`src/rtl/alu_ctrl_pkg.sv`:
```
// Shared opcode, state and op-select definitions for the ALU control path.
package alu_ctrl_pkg;

    typedef logic [3:0] alu_op_t;

    localparam alu_op_t OP_OR   = 4'd0;
    localparam alu_op_t OP_AND  = 4'd1;
    localparam alu_op_t OP_NOT  = 4'd2;
    localparam alu_op_t OP_ADD  = 4'd3;
    localparam alu_op_t OP_SUB  = 4'd4;
    localparam alu_op_t OP_NEG  = 4'd5;
    localparam alu_op_t OP_MUL  = 4'd6;
    localparam alu_op_t OP_DIV  = 4'd7;
    localparam alu_op_t OP_SHL  = 4'd8;
    localparam alu_op_t OP_SHR  = 4'd9;
    localparam alu_op_t OP_SHRA = 4'd10;
    localparam alu_op_t OP_ROL  = 4'd11;
    localparam alu_op_t OP_ROR  = 4'd12;
    localparam alu_op_t OP_NOP  = 4'd13;

    localparam logic [1:0] S_IDLE  = 2'd0;
    localparam logic [1:0] S_READ  = 2'd1;
    localparam logic [1:0] S_EXEC  = 2'd2;
    localparam logic [1:0] S_WRITE = 2'd3;

    function automatic logic op_is_muldiv(input alu_op_t op);
        return (op == OP_MUL) || (op == OP_DIV);
    endfunction

endpackage

```
`src/rtl/alu_op_decode.sv`:
```
// Combinational opcode decode: ALU op select plus class flags for the sequencer.
module alu_op_decode
    import alu_ctrl_pkg::*;
(
    input  alu_op_t opcode,
    output alu_op_t alu_op,
    output logic    is_muldiv,
    output logic    is_nop,
    output logic    is_illegal
);

    always_comb begin
        is_illegal = (opcode > OP_NOP);
        is_nop     = (opcode == OP_NOP);
        is_muldiv  = op_is_muldiv(opcode);
        // Illegal opcodes never reach the datapath; park the select at OR.
        alu_op     = is_illegal ? OP_OR : opcode;
    end

endmodule

```
`src/rtl/alu_op_sequencer.sv`:
```
// Instruction sequencer for the ALU: accept, register read, execute, writeback.
// Define ALU_SEQ_FLAGS_EN to add zero/negative result flags captured at writeback.
//
// state   | meaning
// S_IDLE  | ready for a new instruction
// S_READ  | register-file read addresses driven; NOP/illegal retire here
// S_EXEC  | ALU executing; down-counter stretches MUL/DIV
// S_WRITE | writeback strobe and retire
module alu_op_sequencer
    import alu_ctrl_pkg::*;
#(
    parameter int DATA_W        = 8,
    parameter int REG_AW        = 4,
    parameter int MULDIV_CYCLES = 4,
    localparam int IW           = 4 + 3 * REG_AW
) (
    input  logic              clock,
    input  logic              clear_n,
    input  logic [IW-1:0]     instr,
    input  logic              instr_valid,
    output logic              instr_ready,
    output logic [REG_AW-1:0] rf_rd_a,
    output logic [REG_AW-1:0] rf_rd_b,
    output logic [3:0]        alu_op,
    input  logic [DATA_W-1:0] alu_result,
    output logic [REG_AW-1:0] rf_wr_addr,
    output logic              rf_wr_en,
    output logic              done,
    output logic              illegal
`ifdef ALU_SEQ_FLAGS_EN
    ,
    output logic              flag_z,
    output logic              flag_n
`endif
);

    localparam int CNT_W = (MULDIV_CYCLES > 1) ? $clog2(MULDIV_CYCLES) : 1;

    logic [1:0]        state;
    logic [CNT_W-1:0]  cnt;
    alu_op_t           alu_op_q;
    logic              muldiv_q;
    logic              nop_q;
    logic              illegal_q;
    logic [REG_AW-1:0] ra_q;
    logic [REG_AW-1:0] rb_q;
    logic [REG_AW-1:0] rc_q;

    alu_op_t dec_op;
    logic    dec_muldiv;
    logic    dec_nop;
    logic    dec_illegal;
    logic    accept;

    alu_op_decode u_decode (
        .opcode     (instr[IW-1 -: 4]),
        .alu_op     (dec_op),
        .is_muldiv  (dec_muldiv),
        .is_nop     (dec_nop),
        .is_illegal (dec_illegal)
    );

    assign instr_ready = (state == S_IDLE);
    assign accept      = instr_valid && instr_ready;

    always_ff @(posedge clock or negedge clear_n) begin
        if (!clear_n) begin
            state     <= S_IDLE;
            cnt       <= '0;
            alu_op_q  <= OP_OR;
            muldiv_q  <= 1'b0;
            nop_q     <= 1'b0;
            illegal_q <= 1'b0;
            ra_q      <= '0;
            rb_q      <= '0;
            rc_q      <= '0;
        end else begin
            case (state)
                S_IDLE: begin
                    if (accept) begin
                        alu_op_q  <= dec_op;
                        muldiv_q  <= dec_muldiv;
                        nop_q     <= dec_nop;
                        illegal_q <= dec_illegal;
                        ra_q      <= instr[3*REG_AW-1 -: REG_AW];
                        rb_q      <= instr[2*REG_AW-1 -: REG_AW];
                        rc_q      <= instr[REG_AW-1:0];
                        state     <= S_READ;
                    end
                end
                S_READ: begin
                    if (nop_q || illegal_q) begin
                        state <= S_IDLE;
                    end else begin
                        cnt   <= muldiv_q ? CNT_W'(MULDIV_CYCLES - 1) : '0;
                        state <= S_EXEC;
                    end
                end
                S_EXEC: begin
                    if (cnt == '0) state <= S_WRITE;
                    else           cnt   <= cnt - 1'b1;
                end
                default: state <= S_IDLE;
            endcase
        end
    end

    // Outputs decode from registered state so reset clears them without waiting for a clock.
    assign rf_rd_a    = rb_q;
    assign rf_rd_b    = rc_q;
    assign alu_op     = alu_op_q;
    assign rf_wr_addr = ra_q;
    assign rf_wr_en   = (state == S_WRITE);
    assign done       = (state == S_WRITE) || ((state == S_READ) && (nop_q || illegal_q));
    assign illegal    = (state == S_READ) && illegal_q;

`ifdef ALU_SEQ_FLAGS_EN
    always_ff @(posedge clock or negedge clear_n) begin
        if (!clear_n) begin
            flag_z <= 1'b0;
            flag_n <= 1'b0;
        end else if (state == S_WRITE) begin
            flag_z <= (alu_result == '0);
            flag_n <= alu_result[DATA_W-1];
        end
    end
`else
    logic unused_alu_result;
    assign unused_alu_result = ^alu_result;
`endif

endmodule

```
`config.mk`:
```
export PLATFORM = sky130hd
export DESIGN_NAME = alu_op_sequencer
export DESIGN_NICKNAME = d
export VERILOG_FILES = /design/src/rtl/alu_ctrl_pkg.sv /design/src/rtl/alu_op_decode.sv /design/src/rtl/alu_op_sequencer.sv
export SDC_FILE = /design/constraint.sdc
export NUM_CORES = 1
export LEC_CHECK = 0
export BUFFER_PORTS_ARGS = -buffer_cell sky130_fd_sc_hd__clkbuf_2
export CORE_AREA = 2 2 50 52
export DETAILED_ROUTE_END_ITERATION = 12
export DIE_AREA = 0 0 52 54
export HOLD_SLACK_MARGIN = 0.12
export PLACE_DENSITY = 0.74
export SYNTH_ARGS = -nofsm -noshare
export SYNTH_HDL_FRONTEND = slang
export SYNTH_SLANG_ARGS = --single-unit
```
`constraint.sdc`:
```
create_clock -name clock -period 3.5 [get_ports clock]
set_input_delay 0 -clock clock [delete_from_list [all_inputs] [get_ports clock]]
set_output_delay 0 -clock clock [all_outputs]
set_load 0.01 [all_outputs]
```
# After elaboration in Yosys (flattened, before gate mapping)
# Cells that the tools add are included.
# totals
in_bits	27
elab_cells	42
reg_bits	23
output_inout_bits	20
# op_classes
reduce_logical	12
eq_ne	10
order_cmp	1
add_sub_neg	1
muxes	9
# ops
op	n
2-to-1 mux 2 bit	6
== test 4 x 3 -> 1 bit, second input constant	2
inequality test 2 bit, second input constant	3
case mux 2 bit (3 select lines)	1
== test 2 bit, second input constant	2
== test 4 bit, second input constant	1
greater-than comparator 4 bit, second input constant	1
logical NOT 2 bit	2
2-to-1 mux 4 bit	1
case mux 2 bit (2 select lines)	1
AND reduction 2 bit	2
logical AND 1 bit	3
logical OR 1 bit	3
AND reduction 3 bit	1
== test 2 x 1 -> 1 bit, second input constant	1
inequality test 2 x 1 -> 1 bit, second input constant	1
nonzero test 2 bit	1
subtractor 2 x 1 -> 2 bit, second input constant	1

# Depth between registers and ports, before layout
# Gate-level depths: netlist (run 1).
# logic_depth
depth_word	4
depth_mapped	5
mapped_depth_nobuf	4

# By module
# A second synthesis (run 1) with hierarchy kept.
# unflattened
cells_unflattened	73
hier_area_um2	1061.0
# by_module_without_submodules
module	instances	seq_area_each_um2	cells_each	area_per_inst_um2
alu_op_sequencer	1	575.6	65	1001.0
alu_op_decode	1	0.0	8	60.1

# Least setup slack after synthesis (run 1)
# OpenSTA, ideal clock, no wires.
# synth_timing
path_kind	flip-flop to flip-flop
startpoint	register state[1]
endpoint	register rb_q[0], in the netlist rf_rd_a[0]
n_path_buf	2
path_stages_with_launch	5
setup_slack_ps	2022
setup_ps	125
arrival_ps	1353
synth_period_minus_slack_ps	1478
required_time_ps	3375
path_cell_list	dfrtp_1 -> or3b_1 -> buf_6 -> buf_12 -> mux2_4
# synth_via
elab_chain_cells	3
# synth_rtl
element	line	rtl
start, declared	alu_op_sequencer.sv:39	logic [1:0] state;
start signal, assigned	alu_op_sequencer.sv:68	state <= S_IDLE;
start signal, assigned	alu_op_sequencer.sv:88	state <= S_READ;
start signal, assigned	alu_op_sequencer.sv:93	state <= S_IDLE;
logical NOT 2 bit (*)	alu_op_sequencer.sv:63, alu_op_sequencer.sv:78	
logical AND 1 bit	alu_op_sequencer.sv:64	assign accept = instr_valid && instr_ready;
AND reduction 2 bit (no source line) (*)	n/a	
end signal, assigned	alu_op_sequencer.sv:86	rb_q <= instr[2*REG_AW-1 -: REG_AW];
end, declared	alu_op_sequencer.sv:46	logic [REG_AW-1:0] rb_q;
# Mark *: on every way between the ends. The rest lies on a longest branch, timed or not.
# A chain may end at the register's enable or synchronous reset.

# Worst setup path in the final report (run 1)
# layout_timing
startpoint	register state[1]
endpoint	register nop_q
# layout_via
elab_chain_cells	3
# layout_rtl
element	line	rtl
logical NOT 2 bit (*)	alu_op_sequencer.sv:63, alu_op_sequencer.sv:78	
logical AND 1 bit	alu_op_sequencer.sv:64	
AND reduction 2 bit (no source line) (*)	n/a	
end signal, assigned	alu_op_sequencer.sv:83	nop_q <= dec_nop;
end, declared	alu_op_sequencer.sv:43	logic nop_q;
# Marks and branches as above.

==> key figures, run 1 <==
Route
  – DR WL/cell: 12.14 µm
  – Starting DRC count in detailed routing: 10
  – DR WL met3: around 80 µm
  – WL final: between 2000 and 2500 µm
  – Drt pass-1 iters: 4
  – Vias: between 800 and 900
  – DRC Markers: 0
  – Met1 Wirelength: roughly 820 µm
  – Routed wl met2: between 1000 and 1500 µm
  – DR vias/cell: roughly 4.7
  – DRT antenna net count: 0
  – Uppermost routed layer: met4

Clock network
  – Postcts setup bufs: 0
  – Clk Latency, worst-skew pair: around 0.31 ns
  – TritonCTS clock tree: done
  – Hold buffers post-CTS: 22
  – Worst-path clk slew: 0.12 ns
  – Clock Path Buffers: 2
  – # H-tree levels: 1
  – CTS Sinks: 23
  – Root Buffer: clkbuf_4
  – Post-CTS Resized: 0
  – TritonCTS buffer count: 3

Worst setup path
  – Critical path, cell by cell: or3b_1, o41ai_2, dlygate4sd3_1
  – CP max stage cell: or3b_1
  – CP max FO: 25
  – WP data required: 3.75 ns
  – Worst Path Arrival: 2.57 ns
  – Critical Path End Type: register
  – CP Class: register to register
  – Nature of the critical path startpoint: register
  – Max incr delay on CP: 0.80 ns

Placement
  – Dpl ws: 1.687 ns
  – # port buffers: 38
  – GPL Wtd Cong: 0.7962
  – Final HPWL DP: approximately 1400 µm

Timing
  – Setup Viol. Count Final: 0
  – Relative slew slack: between 30% and 40%
  – Final Critical Period: roughly 2.3 ns
  – Final Cycle Share: 66.41%
  – Maximum clock rate: ~430 MHz
  – Max-slew violations: 0
  – RSZ-0062 raised after global routing: false
  – Final Hold Viols: 0
  – Setup_tns: 0 ns
  – Slew of the pin with the lowest slew margin: 0.9929 ns
  – Setup Skew: between 0.002 and 0.003 ns
  – Final WS setup: roughly 1.2 ns

Synth
  – Synthesized area per cell: 12.68 µm²
  – Synth top area cells: dfrtp_1 (56%), mux2_4 (10%), mux2_2 (7.7%), nand2_1 (5.1%), mux2i_1 (2.9%)
  – Post-Syn Area: between 1000 and 1500 µm²
  – Area leader, netlist: dfrtp_1
  – #FFs+latches synth: 23
  – Netlist cell types: 22
  – Syn Inst Count: between 80 and 90
  – Seq/Total Area, Yosys: roughly 56%
  – Synth top area share: 56.03%
  – Post-Syn Nets: about 110
  – Yosys warnings: 0

Power and ir drop
  – Leakage: approximately 0.77 nW
  – Pwr/cell area: 757.5 nW/µm²
  – Max rail drop VDD: between 0.4 and 0.5 mV

Floorplan
  – DIE AREA: around 2800 µm²
  – Die Wd: approximately 52 µm
  – Die span in y: 54 µm
  – CORE AREA: ~2300 µm²
  – Initial core utilization: between 40% and 50%
  – Num rows: 18
  – I/O pin count: 47

Cells and area
  – Total Nets Final: roughly 170
  – Fin util: a little over three fifths
  – Fraction of layout cells with a size suffix above 1: between 40% and 50%
  – Area Overhead vs Synth: 42.75%
  – Antenna diodes: 0

Flow run
  – Total of max-cap violations: 0

Status
  – Outcome: completed

Global routing
  – Vias in the first global route: 780
  – First-pass GRT wire length: about 3300 µm
  – Initial antenna violation count: 0
  – Total track usage: about 16%
  – Total grt overflow: 0
  – Largest net degree at the start of global routing: 26

Min path
  – Hold WC Path Type: input port to async pin
## cell usage after synthesis
cell type,count
nor2_1,4
o31ai_1,1
mux2i_1,3
mux2_2,7
o32a_1,1
o21ai_0,4
nand3_1,1
buf_2,1
buf_6,1
and2_1,1
dfrtp_1,23
nand2b_1,1
or2b_1,1
buf_12,1
or3b_1,1
o31a_1,1
o41ai_2,1
nand2_1,14
mux2_4,7
ha_1,1
inv_1,5
nand4_1,1
## layer usage
layer	vias to the layer above	track usage [%]
li1	394	-
met2	17	30.38
met3	2	2.778
met5	-	0
met1	394	18.10
met4	0	7.895
## metrics by stage
step | instances | power [W] | cell area (µm²) | hold WS [ns]
floorplan | 81 | 0.0008142 | 1027 | -0.2956
global placement | 146 | 0.0009454 | 1219 | 0.006876
detailed placement | 146 | 0.0009682 | 1219 | 0.01736
CTS | 172 | 0.001117 | 1466 | 0.2138
global route | 172 | 0.001197 | 1466 | 0.2310
finish | 172 | 0.001111 | 1466 | 0.2053
## power breakdown
part           total, W  switching [W]  internal, W
Combinational  0.000515       0.000229     0.000286
Sequential     0.000475      0.0000834     0.000391
Clock          0.000121      0.0000785    0.0000426
## worst max-delay path, delay by kind of cell (launching register included)
kind	cells	cell delay, ns
AND/OR/NAND/NOR	1	0.80
flip-flops	1	0.46
buffers and inverters	1	0.60
AO/OA/AOI/OAI	1	0.40
## final cells by class
class                   count  area, µm²
well taps                  30      37.54
inverters                   5      18.77
clock inverters             1      5.005
repair buffers             60      410.4
flip-flops and latches     23      575.6
clock buffers               3      22.52
fillers                   178      853.3
multi-input cells          50      396.6
## logic make-up after synthesis
logic type               synth area share, %
adder cells (fa/ha/maj)                1.218
buffers and inverters                  5.359
flip-flops                             56.03
AO/OA/AOI/OAI                          6.091
multiplexers                           20.83
AND/OR/NAND/NOR                        10.48
## flip-flops by register name, summed over array words and instances (netlist names)
signal	cells
nop_q	1
illegal_q	1
state	2
rf_wr_addr	4
rf_rd_a	4
rf_rd_b	4
alu_op	4
muldiv_q	1
cnt	2
## placed cells by master (no fill, tap or decap)
master / Yosys / layout
dfrtp_1: 23 / 23
nand2b_1: 1 / 1
o21ai_0: 4 / 4
nand2_1: 14 / 14
dlygate4sd3_1: 0 / 22
clkinv_2: 0 / 1
ha_1: 1 / 1
mux2_2: 7 / 7
or2b_1: 1 / 1
o31a_1: 1 / 1
o41ai_2: 1 / 1
nand3_1: 1 / 1
clkbuf_2: 0 / 38
mux2i_1: 3 / 3
o32a_1: 1 / 1
nand4_1: 1 / 1
inv_1: 5 / 5
mux2_4: 7 / 7
and2_1: 1 / 1
or3b_1: 1 / 1
nor2_1: 4 / 4
clkbuf_4: 0 / 3
o31ai_1: 1 / 1
## path summary, 6_finish.rpt
path / start / to / slack (ns) / cells past startpoint
setup reg to reg: state[1] / nop_q / 1.18 / 3
setup / recovery: state[1] / nop_q / 1.18 / 3
hold reg to reg: alu_op[3] / alu_op[3] / 0.49 / 2
hold / removal: clear_n / rf_rd_b[2] / 0.21 / 2
max in group asynchronous: clear_n / state[1] / 2.93 / 2
min in group clock: instr[6] / rf_rd_a[2] / 0.45 / 3
No activity file was read; power rests on OpenSTA's default activity.
==> run 2: changes to the inputs <==
--- a/config.mk
+++ b/config.mk
@@ -6,11 +6,11 @@
 export NUM_CORES = 1
 export LEC_CHECK = 0
 export BUFFER_PORTS_ARGS = -buffer_cell sky130_fd_sc_hd__clkbuf_2
-export CORE_AREA = 2 2 50 52
+export CORE_AREA = 2 2 54 56
 export DETAILED_ROUTE_END_ITERATION = 12
-export DIE_AREA = 0 0 52 54
+export DIE_AREA = 0 0 56 58
 export HOLD_SLACK_MARGIN = 0.12
-export PLACE_DENSITY = 0.74
+export PLACE_DENSITY = 0.67
 export SYNTH_ARGS = -nofsm -noshare
 export SYNTH_HDL_FRONTEND = slang
 export SYNTH_SLANG_ARGS = --single-unit
==> constraint.sdc (replaced) <==
create_clock -name clock -period 1.96 [get_ports clock]
set_input_delay 0 -clock clock [delete_from_list [all_inputs] [get_ports clock]]
set_output_delay 0 -clock clock [all_outputs]
set_load 0.01 [all_outputs]
==> run 2 against run 1 <==
Global-route usage decreased by 2.3 points; largest power group unchanged; via count decreased by 3.6%; power increased by 78%; worst setup slack got worse by 0.87 ns; die area increased by 16%; largest cell class unchanged; hold slack got worse by 0.0029 ns; combinational power increased by 79%; clock power increased by 74%; maximum frequency increased by 41%; critical path depth unchanged; sequential share of layout area unchanged.
==> key figures, run 2 (same netlist as run 1, synthesis figures left out) <==
Status
  – Outcome: completed

Cells and area
  – Most frequent cells in the layout: clkbuf_2 (38), dfrtp_1 (23), dlygate4sd3_1 (20), nand2_1 (14)
  – Total Nets Final: 170
  – Fin util: between 50% and 60%
  – Fraction of layout cells with a size suffix above 1: 40.43%
  – Most common cell after layout, fill and taps aside: clkbuf_2
  – Antenna diodes: 0
  – Design Area, Final: approximately 1500 µm²
  – Area Overhead vs Synth: 42.75%

Timing
  – Final Hold Viols: 0
  – Final Critical Period: ~1.6 ns
  – Worst-case hold slack: 0.2024 ns
  – Final Cycle Share: a little over four fifths
  – Relative slew slack: approximately 63%
  – Setup Viol. Count Final: 0
  – RSZ-0062 raised after global routing: false
  – Slew of the pin with the lowest slew margin: about 0.55 ns
  – Max-slew violations: 0
  – Setup Skew: 0.003925 ns
  – Setup_tns: 0 ns
  – Maximum clock rate: roughly 600 MHz

Route
  – Vias: a little under 800
  – WL final: 2028 µm
  – DR vias/cell: approximately 4.5
  – Starting DRC count in detailed routing: 14
  – DRC Markers: 0
  – Drt pass-1 iters: 4
  – DR WL/cell: about 12 µm
  – DRT antenna net count: 0

Clock network
  – Clk Latency, worst-skew pair: around 0.30 ns
  – # H-tree levels: 1
  – TritonCTS buffer count: 3
  – Hold buffers post-CTS: 20
  – TritonCTS clock tree: done
  – Clock Path Buffers: 2
  – Root Buffer: clkbuf_4
  – Post-CTS Resized: 0
  – Worst-path clk slew: roughly 0.12 ns
  – Postcts setup bufs: 0
  – CTS Sinks: 23

Global routing
  – Initial antenna violation count: 0
  – Largest net degree at the start of global routing: 24
  – Vias in the first global route: slightly above 800
  – Total track usage: ~14%
  – Total grt overflow: 0
  – First-pass GRT wire length: 3546 µm

Floorplan
  – DIE AREA: ~3200 µm²
  – Num rows: 19
  – Initial core utilization: about 39%
  – Die span in y: roughly 58 µm
  – Die Wd: between 50 and 60 µm
  – CORE AREA: 2663 µm²
  – I/O pin count: 47

Worst setup path
  – Critical Path End Type: register
  – Nature of the critical path startpoint: register
  – CP max stage cell: or3b_1
  – Worst Path Arrival: 1.85 ns
  – CP Class: register to register
  – Critical path, cell by cell: or3b_1, buf_12, mux2_4
  – WP buf/inv: 1
  – Max incr delay on CP: roughly 0.57 ns
  – CP top delay family: simple AND/OR/NAND/NOR gates
  – WP data required: around 2.2 ns
  – Worst R2R Setup Slack: 0.31 ns
  – CP max FO: 19

Power and ir drop
  – Pwr/cell area: between 1000 and 1500 nW/µm²
  – Max rail drop VDD: approximately 0.73 mV
  – Leakage: approximately 0.76 nW
  – Final Power: around 0.0020 W

Placement
  – # port buffers: 38
  – Final HPWL DP: 1358 µm
  – GPL Wtd Cong: around 0.77
  – Placed cell areas: roughly 1200 µm²

Min path
  – Hold WC Path Type: input port to async pin

Flow run
  – Total of max-cap violations: 0
-- run 2: path summary, 6_finish.rpt --
kind	startpoint	cells after the start	end
min in group clock	instr[2]	3	rf_rd_b[2]
worst max-delay path	state[1]	3	rf_rd_b[0]
worst min register to register	alu_op[2]	2	alu_op[2]
worst max register to register	state[1]	3	rf_rd_b[0]
worst min-delay path	clear_n	2	rf_wr_addr[2]
max in group asynchronous	clear_n	2	rf_rd_a[2]
-- run 2: where the power goes --
| part | total [W] | switching, W | internal (W) | leakage (nW) |
|---|---|---|---|---|
| registers | 0.000842 | 0.000143 | 0.000699 | 0.282 |
| logic | 0.000922 | 0.000407 | 0.000515 | 0.462 |
| clock network | 0.000210 | 0.000131 | 0.0000792 | 0.0150 |
-- run 2: layout make-up --
type / instances / area, µm²
repair buffers: 59 / 410.4
fillers: 241 / 1196
well taps: 31 / 38.79
clock buffers: 4 / 26.28
inverters: 5 / 18.77
flip-flops and latches: 23 / 575.6
multi-input cells: 50 / 396.6
-- run 2: per-stage QoR --
step                      setup WS, ns  instances
after detailed placement        0.3231        148
after global placement          0.3423        148
after global routing            0.2457        172
after CTS                       0.3020        172
after floorplan                 0.4822         81
final                           0.3103        172
-- run 2: layer usage --
metal  GRT usage, %  wire length (µm)
met5              0                 0
met4          5.102                 0
met3          2.679               130
met2          24.71              1027
met1          17.25               870
-- run 2: worst register-to-register path: stages (launching register included) --
cell and delay (ns):
dfrtp_1 0.45, or3b_1 0.57, buf_12 0.23, mux2_4 0.30
==> run 3: changes to the inputs <==
==> constraint.sdc (replaced) <==
create_clock -name clock -period 1.4 [get_ports clock]
set_input_delay 0 -clock clock [delete_from_list [all_inputs] [get_ports clock]]
set_output_delay 0 -clock clock [all_outputs]
set_load 0.01 [all_outputs]
==> run 3 against run 2 <==
The flow now finishes with violations (setup timing); sequential cell count did not move; die area did not move; clock skew fell by 0.0028 ns; count of clock-buffer cells in the layout fell by 1; wire length fell by 1.1%; worst setup slack got worse by 0.33 ns; sequential share of layout area fell by 1.4 points; largest cell class unchanged.
==> key figures, run 3 (same netlist as run 1, synthesis figures left out) <==
Status
  – Outcome: finished with violations
  – Failing checks: setup timing

Clock network
  – Root Buffer: clkbuf_4
  – Clock Path Buffers: 2
  – Worst-path clk slew: ~0.13 ns
  – Clk Latency, worst-skew pair: 0.31 ns
  – CTS Sinks: 23
  – # H-tree levels: 1
  – TritonCTS clock tree: done
  – TritonCTS buffer count: 3

Global routing
  – First-pass GRT wire length: about 3500 µm
  – Vias in the first global route: roughly 840
  – Total grt overflow: 0
  – Initial antenna violation count: 0
  – Largest net degree at the start of global routing: 26
  – Total track usage: around 14%

Cells and area
  – Total Nets Final: ~170
  – Most common cell after layout, fill and taps aside: clkbuf_2
  – Fraction of layout cells with a size suffix above 1: about 44%
  – Antenna diodes: 0
  – Fin util: a little under three fifths
  – Most frequent cells in the layout: clkbuf_2 (37), dfrtp_1 (23), dlygate4sd3_1 (19), nand2_1 (14), mux2_4 (8)
  – Area Overhead vs Synth: 48.11%

Power and ir drop
  – Max rail drop VDD: about 1.1 mV
  – Leakage: a little under 0.8 nW
  – Pwr/cell area: ~1900 nW/µm²
  – Final Power: 0.002951 W

Worst setup path
  – Critical Path End Type: register
  – Worst R2R Setup Slack: -0.02 ns
  – Nature of the critical path startpoint: register
  – FF-to-FF path depth: 3
  – Crit path to: rf_rd_a[1]
  – WP data required: around 1.6 ns
  – CP Launch Point: state[0]
  – R2r startpoint: state[0]
  – CP max FO: 25
  – R2r endpoint: rf_rd_a[1]
  – CP Class: register to register
  – Worst Path Arrival: roughly 1.6 ns

Floorplan
  – Die span in y: 58 µm
  – DIE AREA: about 3200 µm²
  – CORE AREA: 2663 µm²
  – Die Wd: ~56 µm
  – I/O pin count: 47
  – Initial core utilization: about two fifths
  – Num rows: 19

Route
  – WL final: approximately 2000 µm
  – DRT antenna net count: 0
  – Vias: 800
  – DR vias/cell: between 4 and 5
  – DRC Markers: 0
  – Starting DRC count in detailed routing: 9
  – DR WL/cell: between 10 and 15 µm
  – Drt pass-1 iters: 2

Timing
  – Worst-case hold slack: roughly 0.19 ns
  – RSZ-0062 raised after global routing: true
  – Setup Viol. Count Final: 8
  – Final Hold Viols: 0
  – Relative slew slack: around 64%
  – Setup Skew: around 0.0011 ns
  – Final WS setup: -0.01625 ns
  – Maximum clock rate: approximately 700 MHz
  – Final Critical Period: 1.416 ns
  – Slew of the pin with the lowest slew margin: approximately 0.55 ns
  – Max-slew violations: 0
  – Final Cycle Share: 101.2%

Placement
  – # port buffers: 38
  – GPL Wtd Cong: between 0.7 and 0.8
  – Dpl ws: -0.01029 ns
  – Final HPWL DP: between 1000 and 1500 µm

Min path
  – Hold WC Path Type: input port to async pin

Flow run
  – Total of max-cap violations: 0
[run 3: timing repair]
item,4_1_cts,5_1_grt
setup endpoints to repair,9,17
hold buffers,19,0
pin swaps,1,0
gates resized for setup,2,7
hold endpoints to repair,43,0
buffers inserted,1,0
[run 3: metrics by stage]
step	TNS [ns]	instance area [µm²]	cells
floorplan	-0.5198	1027	81
global placement	0	1262	151
detailed placement	-0.06554	1262	151
CTS	-0.04472	1496	175
global route	-0.7841	1521	175
finish	-0.09487	1521	175
[run 3: layout make-up]
cell class,count,area [µm²]
Clock inverter,1,7.507
Clock buffer,3,22.52
Multi-Input combinational cell,50,416.7
Timing Repair Buffer,62,441.7
Fill cell,237,1141
Sequential cell,23,575.6
Inverter,5,18.77
Tap cell,31,38.79
[run 3: where the power goes]
group          total (W)  switching (W)  internal [W]
clock network   0.000311       0.000202      0.000109
registers        0.00116       0.000186      0.000978
logic            0.00148       0.000631      0.000845
total            0.00295        0.00102       0.00193
[run 3: layer usage]
| metal | GRT usage, % | vias up | share of wire (%) |
|---|---|---|---|
| met3 | 4.241 | 2 | 6.4 |
| met4 | 4.082 | 0 | 0.95 |
| li1 | - | 399 | - |
| met1 | 16.69 | 369 | 44 |
| met5 | 0 | - | 0 |
| met2 | 24.03 | 30 | 49 |
[run 3: worst min path at each step]
| stage | depth (start not counted) | from | endpoint |
|---|---|---|---|
| after CTS | 2 | clear_n | rf_wr_addr[1] |
| after detailed placement | 1 | clear_n | rf_wr_addr[1] |
| after global placement | 1 | clear_n | rf_wr_addr[1] |
| after floorplan | 0 | clear_n | alu_op[0] |
| final | 2 | clear_n | alu_op[2] |
| after global routing | 2 | clear_n | alu_op[2] |
[run 3: worst max-delay path, cell delays in order, from the launching register on]
cell and delay, ns:
dfrtp_1 0.42, or3b_4 0.41, buf_12 0.17, mux2_4 0.30
